## config.mk

```make
export PLATFORM = sky130hd
export DESIGN_NAME = imem_loader
export DESIGN_NICKNAME = d
export VERILOG_FILES = /design/src/rtl/riscv_pkg.sv /design/src/rtl/opcode_legal.sv /design/src/rtl/imem_loader.sv
export SDC_FILE = /design/constraint.sdc
export NUM_CORES = 1
export LEC_CHECK = 0
export BUFFER_PORTS_ARGS = -buffer_cell sky130_fd_sc_hd__buf_2
export CELL_PAD_IN_SITES_DETAIL_PLACEMENT = 0
export CELL_PAD_IN_SITES_GLOBAL_PLACEMENT = 2
export CORE_MARGIN = 1.5
export CORE_UTILIZATION = 36
export CTS_CLUSTER_SIZE = 20
export DETAILED_ROUTE_END_ITERATION = 10
export PLACE_DENSITY = 0.79
export SYNTH_ARGS = -nofsm -noshare
export SYNTH_HDL_FRONTEND = slang
export SYNTH_SLANG_ARGS = --single-unit
```

## constraint.sdc

```tcl
create_clock -name clk_i -period 4.8 [get_ports clk_i]
set_clock_uncertainty 0.05 [all_clocks]
set_input_delay 0.96 -clock clk_i [delete_from_list [all_inputs] [get_ports clk_i]]
set_output_delay 0.96 -clock clk_i [all_outputs]
set_load 0.02 [all_outputs]
```

## src/rtl/riscv_pkg.sv

```systemverilog
// Shared RISC-V definitions: base opcodes and the instruction-memory loader state encoding.
package riscv_pkg;

  // RV32I major opcodes (instruction bits [6:0])
  localparam logic [6:0] OPC_R      = 7'b0110011;
  localparam logic [6:0] OPC_I      = 7'b0010011;
  localparam logic [6:0] OPC_LOAD   = 7'b0000011;
  localparam logic [6:0] OPC_STORE  = 7'b0100011;
  localparam logic [6:0] OPC_BRANCH = 7'b1100011;
  localparam logic [6:0] OPC_JAL    = 7'b1101111;
  localparam logic [6:0] OPC_JALR   = 7'b1100111;
  localparam logic [6:0] OPC_LUI    = 7'b0110111;
  localparam logic [6:0] OPC_AUIPC  = 7'b0010111;

  // Loader sequencing: length bytes, payload words, final write, then release or error
  typedef enum logic [2:0] {
    IDLE,
    LEN_LO,
    LEN_HI,
    DATA,
    LAST,
    DONE,
    ERR
  } loader_state_t;

endpackage

```

## src/rtl/opcode_legal.sv

```systemverilog
// Flags whether a 7-bit opcode is one of the supported RV32I major opcodes.
module opcode_legal
  import riscv_pkg::*;
(
  input  logic [6:0] opcode,
  output logic       legal
);

  // Pure lookup against the base opcode set
  always_comb begin
    legal = 1'b0;
    case (opcode)
      OPC_R, OPC_I, OPC_LOAD, OPC_STORE, OPC_BRANCH,
      OPC_JAL, OPC_JALR, OPC_LUI, OPC_AUIPC: legal = 1'b1;
      default:                               legal = 1'b0;
    endcase
  end

endmodule

```

## src/rtl/imem_loader.sv

```systemverilog
// Byte-stream instruction-memory loader: reads a 16-bit word count, then
// assembles little-endian 32-bit words and writes them to consecutive
// addresses while holding the core in reset until the load completes.
module imem_loader
  import riscv_pkg::*;
#(
  parameter int ADDR_W = 8
) (
  input  logic              clk_i,
  input  logic              rst_i,
  input  logic              start_i,
  input  logic              byte_valid_i,
  input  logic [7:0]        byte_i,
  output logic              byte_ready_o,
  output logic              mem_wr_en_o,
  output logic [ADDR_W-1:0] mem_addr_o,
  output logic [31:0]       mem_wdata_o,
  output logic              core_rst_o,
  output logic              done_o,
  output logic              err_o,
  output logic [ADDR_W:0]   illegal_cnt_o
);

  // Wide enough to hold both the 16-bit count and the capacity 2^ADDR_W
  localparam int CW = (ADDR_W + 1 > 17) ? ADDR_W + 1 : 17;
  localparam logic [CW-1:0] ONE      = 1;
  localparam logic [CW-1:0] CAPACITY = ONE << ADDR_W;

  loader_state_t     state_reg, state_next;
  logic [7:0]        len_lo_reg;
  logic [ADDR_W-1:0] last_idx_reg;
  logic [ADDR_W-1:0] word_idx_reg;
  logic [1:0]        phase_reg;
  logic [23:0]       asm_reg;
  logic              mem_wr_en_reg;
  logic [ADDR_W-1:0] mem_addr_reg;
  logic [31:0]       mem_wdata_reg;
  logic [ADDR_W:0]   illegal_cnt_reg;

  logic              byte_ready;
  logic              xfer;
  logic              start_load;
  logic              word_done;
  logic              last_word;
  logic [15:0]       n_full;
  logic [CW-1:0]     n_ext;
  logic              opcode_ok;

  // The opcode of the word being completed lives in the first byte received
  opcode_legal u_opcode_legal (
    .opcode (asm_reg[6:0]),
    .legal  (opcode_ok)
  );

  assign n_full = {byte_i, len_lo_reg};
  assign n_ext  = {{(CW-16){1'b0}}, n_full};

  // State register
  always_ff @(posedge clk_i or posedge rst_i) begin
    if (rst_i) state_reg <= IDLE;
    else       state_reg <= state_next;
  end

  // Next-state decode and state-derived handshake/status outputs
  always_comb begin
    state_next = state_reg;
    byte_ready = 1'b0;
    start_load = 1'b0;
    xfer       = 1'b0;
    word_done  = 1'b0;
    last_word  = (word_idx_reg == last_idx_reg);
    core_rst_o = 1'b1;
    done_o     = 1'b0;
    err_o      = 1'b0;

    case (state_reg)
      LEN_LO, LEN_HI, DATA: byte_ready = 1'b1;
      default:              byte_ready = 1'b0;
    endcase
    xfer      = byte_valid_i & byte_ready;
    word_done = (state_reg == DATA) && xfer && (phase_reg == 2'd3);

    case (state_reg)
      IDLE, DONE, ERR: begin
        if (start_i) begin
          state_next = LEN_LO;
          start_load = 1'b1;
        end
      end
      LEN_LO: if (xfer) state_next = LEN_HI;
      LEN_HI: begin
        if (xfer) begin
          if (n_ext > CAPACITY)    state_next = ERR;
          else if (n_full == 16'd0) state_next = DONE;
          else                      state_next = DATA;
        end
      end
      DATA:    if (word_done && last_word) state_next = LAST;
      LAST:    state_next = DONE;
      default: state_next = IDLE;
    endcase

    if (state_reg == DONE) core_rst_o = 1'b0;
    if (state_reg == DONE) done_o     = 1'b1;
    if (state_reg == ERR)  err_o      = 1'b1;
  end

  // Length capture, word assembly, memory write port and illegal-opcode count
  always_ff @(posedge clk_i or posedge rst_i) begin
    if (rst_i) begin
      len_lo_reg      <= '0;
      last_idx_reg    <= '0;
      word_idx_reg    <= '0;
      phase_reg       <= '0;
      asm_reg         <= '0;
      mem_wr_en_reg   <= 1'b0;
      mem_addr_reg    <= '0;
      mem_wdata_reg   <= '0;
      illegal_cnt_reg <= '0;
    end else begin
      mem_wr_en_reg <= 1'b0;
      if (start_load) begin
        illegal_cnt_reg <= '0;
        word_idx_reg    <= '0;
        phase_reg       <= '0;
      end
      if (state_reg == LEN_LO && xfer) len_lo_reg <= byte_i;
      if (state_reg == LEN_HI && xfer) last_idx_reg <= ADDR_W'(n_ext - ONE);
      if (state_reg == DATA && xfer) begin
        phase_reg <= phase_reg + 2'd1;
        // Shift in from the top so byte 0 lands in [7:0] after three bytes
        if (phase_reg != 2'd3) asm_reg <= {byte_i, asm_reg[23:8]};
      end
      if (word_done) begin
        mem_wr_en_reg <= 1'b1;
        mem_addr_reg  <= word_idx_reg;
        mem_wdata_reg <= {byte_i, asm_reg};
        word_idx_reg  <= word_idx_reg + {{(ADDR_W-1){1'b0}}, 1'b1};
        if (!opcode_ok) illegal_cnt_reg <= illegal_cnt_reg + {{ADDR_W{1'b0}}, 1'b1};
      end
    end
  end

  assign byte_ready_o  = byte_ready;
  assign mem_wr_en_o   = mem_wr_en_reg;
  assign mem_addr_o    = mem_addr_reg;
  assign mem_wdata_o   = mem_wdata_reg;
  assign illegal_cnt_o = illegal_cnt_reg;

endmodule

```

==> results.cfg <==
[timing]
tns_ps = 0
finalSetupViolations = 0
fmax_ghz = 0.3819
hold_viol_final = 0
relSlewSlack_pct = 38.38
worst_pin_slew_ps = 924.3
drv_slew = 0
min_period_over_period_pct = 54.55
min_period_ps = 2619
grt_setup_unrepaired = false

[setup_path]
required_ps = 4990
start_kind = input port
arrival_ps = 2810
cp_max_fo = 54
critical_path.endpoint_type = register
crit_type = input port to register

[cells_and_area]
n_fill_cell = 1230
area_delta_synth_final_pct = 16.31
drive_gt1_share_pct = 23.92
largest_register_ffs = 32
num_antenna_cells = 0
fin_nets = 522

[power_and_ir_drop]
total_power_uw = 2707
vdd_ir_drop_max_mv = 0.2190
p_per_area_nw_per_um2 = 509.9
p_leak_uw = 0.002747

[clocking]
cts_root_buf = clkbuf_16
holdBufCountCts = 0
cts_buffers = 9
cts_resized = 0
path_clk_slew_ps = 70
clk_latency_ps = 350
htreeDepth = 3
cts_setup_buffers = 0
cts_tree = built
clockBufferDepth = 2
clock-sinks = 103

[run_status]
outcome = completed

[run]
maxCapViolCount = 0

[synthesis]
syn_inst = 448
post_synth.cell_area_avg_sq_um = 10.19
ys_top_cells_by_count = nand2_1, dfrtp_1, mux2_2
synthMostInstantiatedCell = nand2_1
synth_top_area_share_pct = 56.48
synth_edf_count = 0
synthTopCellsByArea = dfrtp_1, nand2_1, mux2_2, xor2_1, nor2_1
synth_cell_types = 47
ys.flop_type = dfrtp_1
yosysWarningCount = 0
synthArstFlopShare_pct = 100.0
syn_nets = 465
syn_area_sq_um = 4563
yosysSeqAreaShare_pct = 56.48
ys_ff_latch = 103
synth_top_cell_by_area = dfrtp_1

[global_routing]
grt_max_degree = 76
antenna_found_initial = 0
grt_pass1_vias = 3240
overflow = 0
grt_pass1_wl_microns = 16700
grt_usage_pct = 16.06

[floorplanning]
die_h_microns = 115.6
design.core.area_sq_um = 12210
io_pins = 66
die_area_sq_um = 13360
die_w_microns = 115.6
initial_utilization_pct = 37.37
rows = 40

[drt]
wl_microns = 9587
vias = 3214
antenna_left = 0
viasPerCell = 4.740
drt-pass1-iter-count = 4
routedWlPerCell_microns = 14.14
drcViolationCount = 0
drtIter0Drc = 97

[placed_design]
dp_hpwl_microns = 6558
port_buffers = 65
finalWeightedCongestion = 0.7346

[hold_path]
hp-class = register to register
==> report_power, final <==
group / total, uW / internal [uW] / switching (uW)
clock: 764 / 426 / 338
sequential: 1290 / 1080 / 214
combinational: 648 / 304 / 344
==> layout make-up <==
cell class	count	area (sq um)	area share, %
timing repair buffer	67	340.3	6.412
inverter	7	28.78	0.5422
clock buffer	10	239.0	4.503
tap	168	210.2	3.960
sequential	103	2577	48.56
multi-input combinational	317	1837	34.61
clock inverter	6	75.07	1.414
==> per-stage QoR <==
stage                     cells  setup WS, ps  area (sq um)  hold slack (ps)  utilization (%)
after floorplan             448          1086          4563            384.8                -
after global placement      662          1874          4994            410.0            40.89
after detailed placement    662          1743          4994            406.8            40.89
after CTS                   678          2108          5308            427.8            43.46
after global routing        678          1885          5308            459.0            43.46
final                       678          2181          5308            423.5            43.46
==> path summary, 6_finish.rpt <==
kind	startpoint	to	slack, ps	cells past startpoint
min	mem_wdata_o[1]	mem_wdata_o[1]	420	2
max in group asynchronous	rst_i	asm_reg[3]	2980	3
max	byte_valid_i	state_reg[2]	2180	7
min in group asynchronous	rst_i	mem_wdata_o[0]	780	2
min reg2reg	mem_wdata_o[1]	mem_wdata_o[1]	420	2
max reg2reg	state_reg[1]	state_reg[2]	2190	6
==> cells in the final DEF (no fill, tap or decap), types with 2 or more instances in the layout <==
| cell type | n |
|---|---|
| ha_1 | 5 |
| nand2_1 | 151 |
| o211ai_1 | 2 |
| and3_1 | 2 |
| nand4_1 | 4 |
| nor2_1 | 22 |
| a21oi_1 | 13 |
| a31oi_1 | 6 |
| inv_1 | 5 |
| mux2_2 | 26 |
| nor3_1 | 5 |
| nand3_1 | 9 |
| nor2b_1 | 2 |
| o21ai_0 | 13 |
| mux2_1 | 5 |
| nor4_1 | 2 |
| a21oi_2 | 2 |
| o31ai_1 | 2 |
| clkinv_4 | 2 |
| o21ai_1 | 4 |
| dfrtp_1 | 103 |
| xnor2_1 | 4 |
| mux2i_1 | 7 |
| buf_4 | 2 |
| buf_2 | 65 |
| clkbuf_16 | 9 |
| xor2_1 | 12 |
==> critical path: stages <==
cell	delay, ps
buf_2	130
and4b_2	290
nand2_4	330
inv_2	420
nand4_1	220
nor2b_1	210
o31ai_1	250
==> per-layer routing <==
layer	vias up	global-route usage [%]	routed length [microns]
li1	1606	-	-
met1	1546	22.93	4848
met2	55	24.62	4333
met3	7	3.086	320
met4	0	5.432	86
met5	-	0	0
==> cell families (layout without fill, tap and decap cells) <==
group | Yosys count | in the layout | synth area share [%]
compound gates | 49 | 49 | 6.690
xor+xnor | 16 | 16 | 3.071
mux | 38 | 38 | 9.186
simple gates | 209 | 209 | 19.93
fa+ha+maj | 5 | 5 | 1.371
flops | 103 | 103 | 56.48
buf+inv | 28 | 90 | 3.263
No activity file was read; power rests on OpenSTA's default activity.
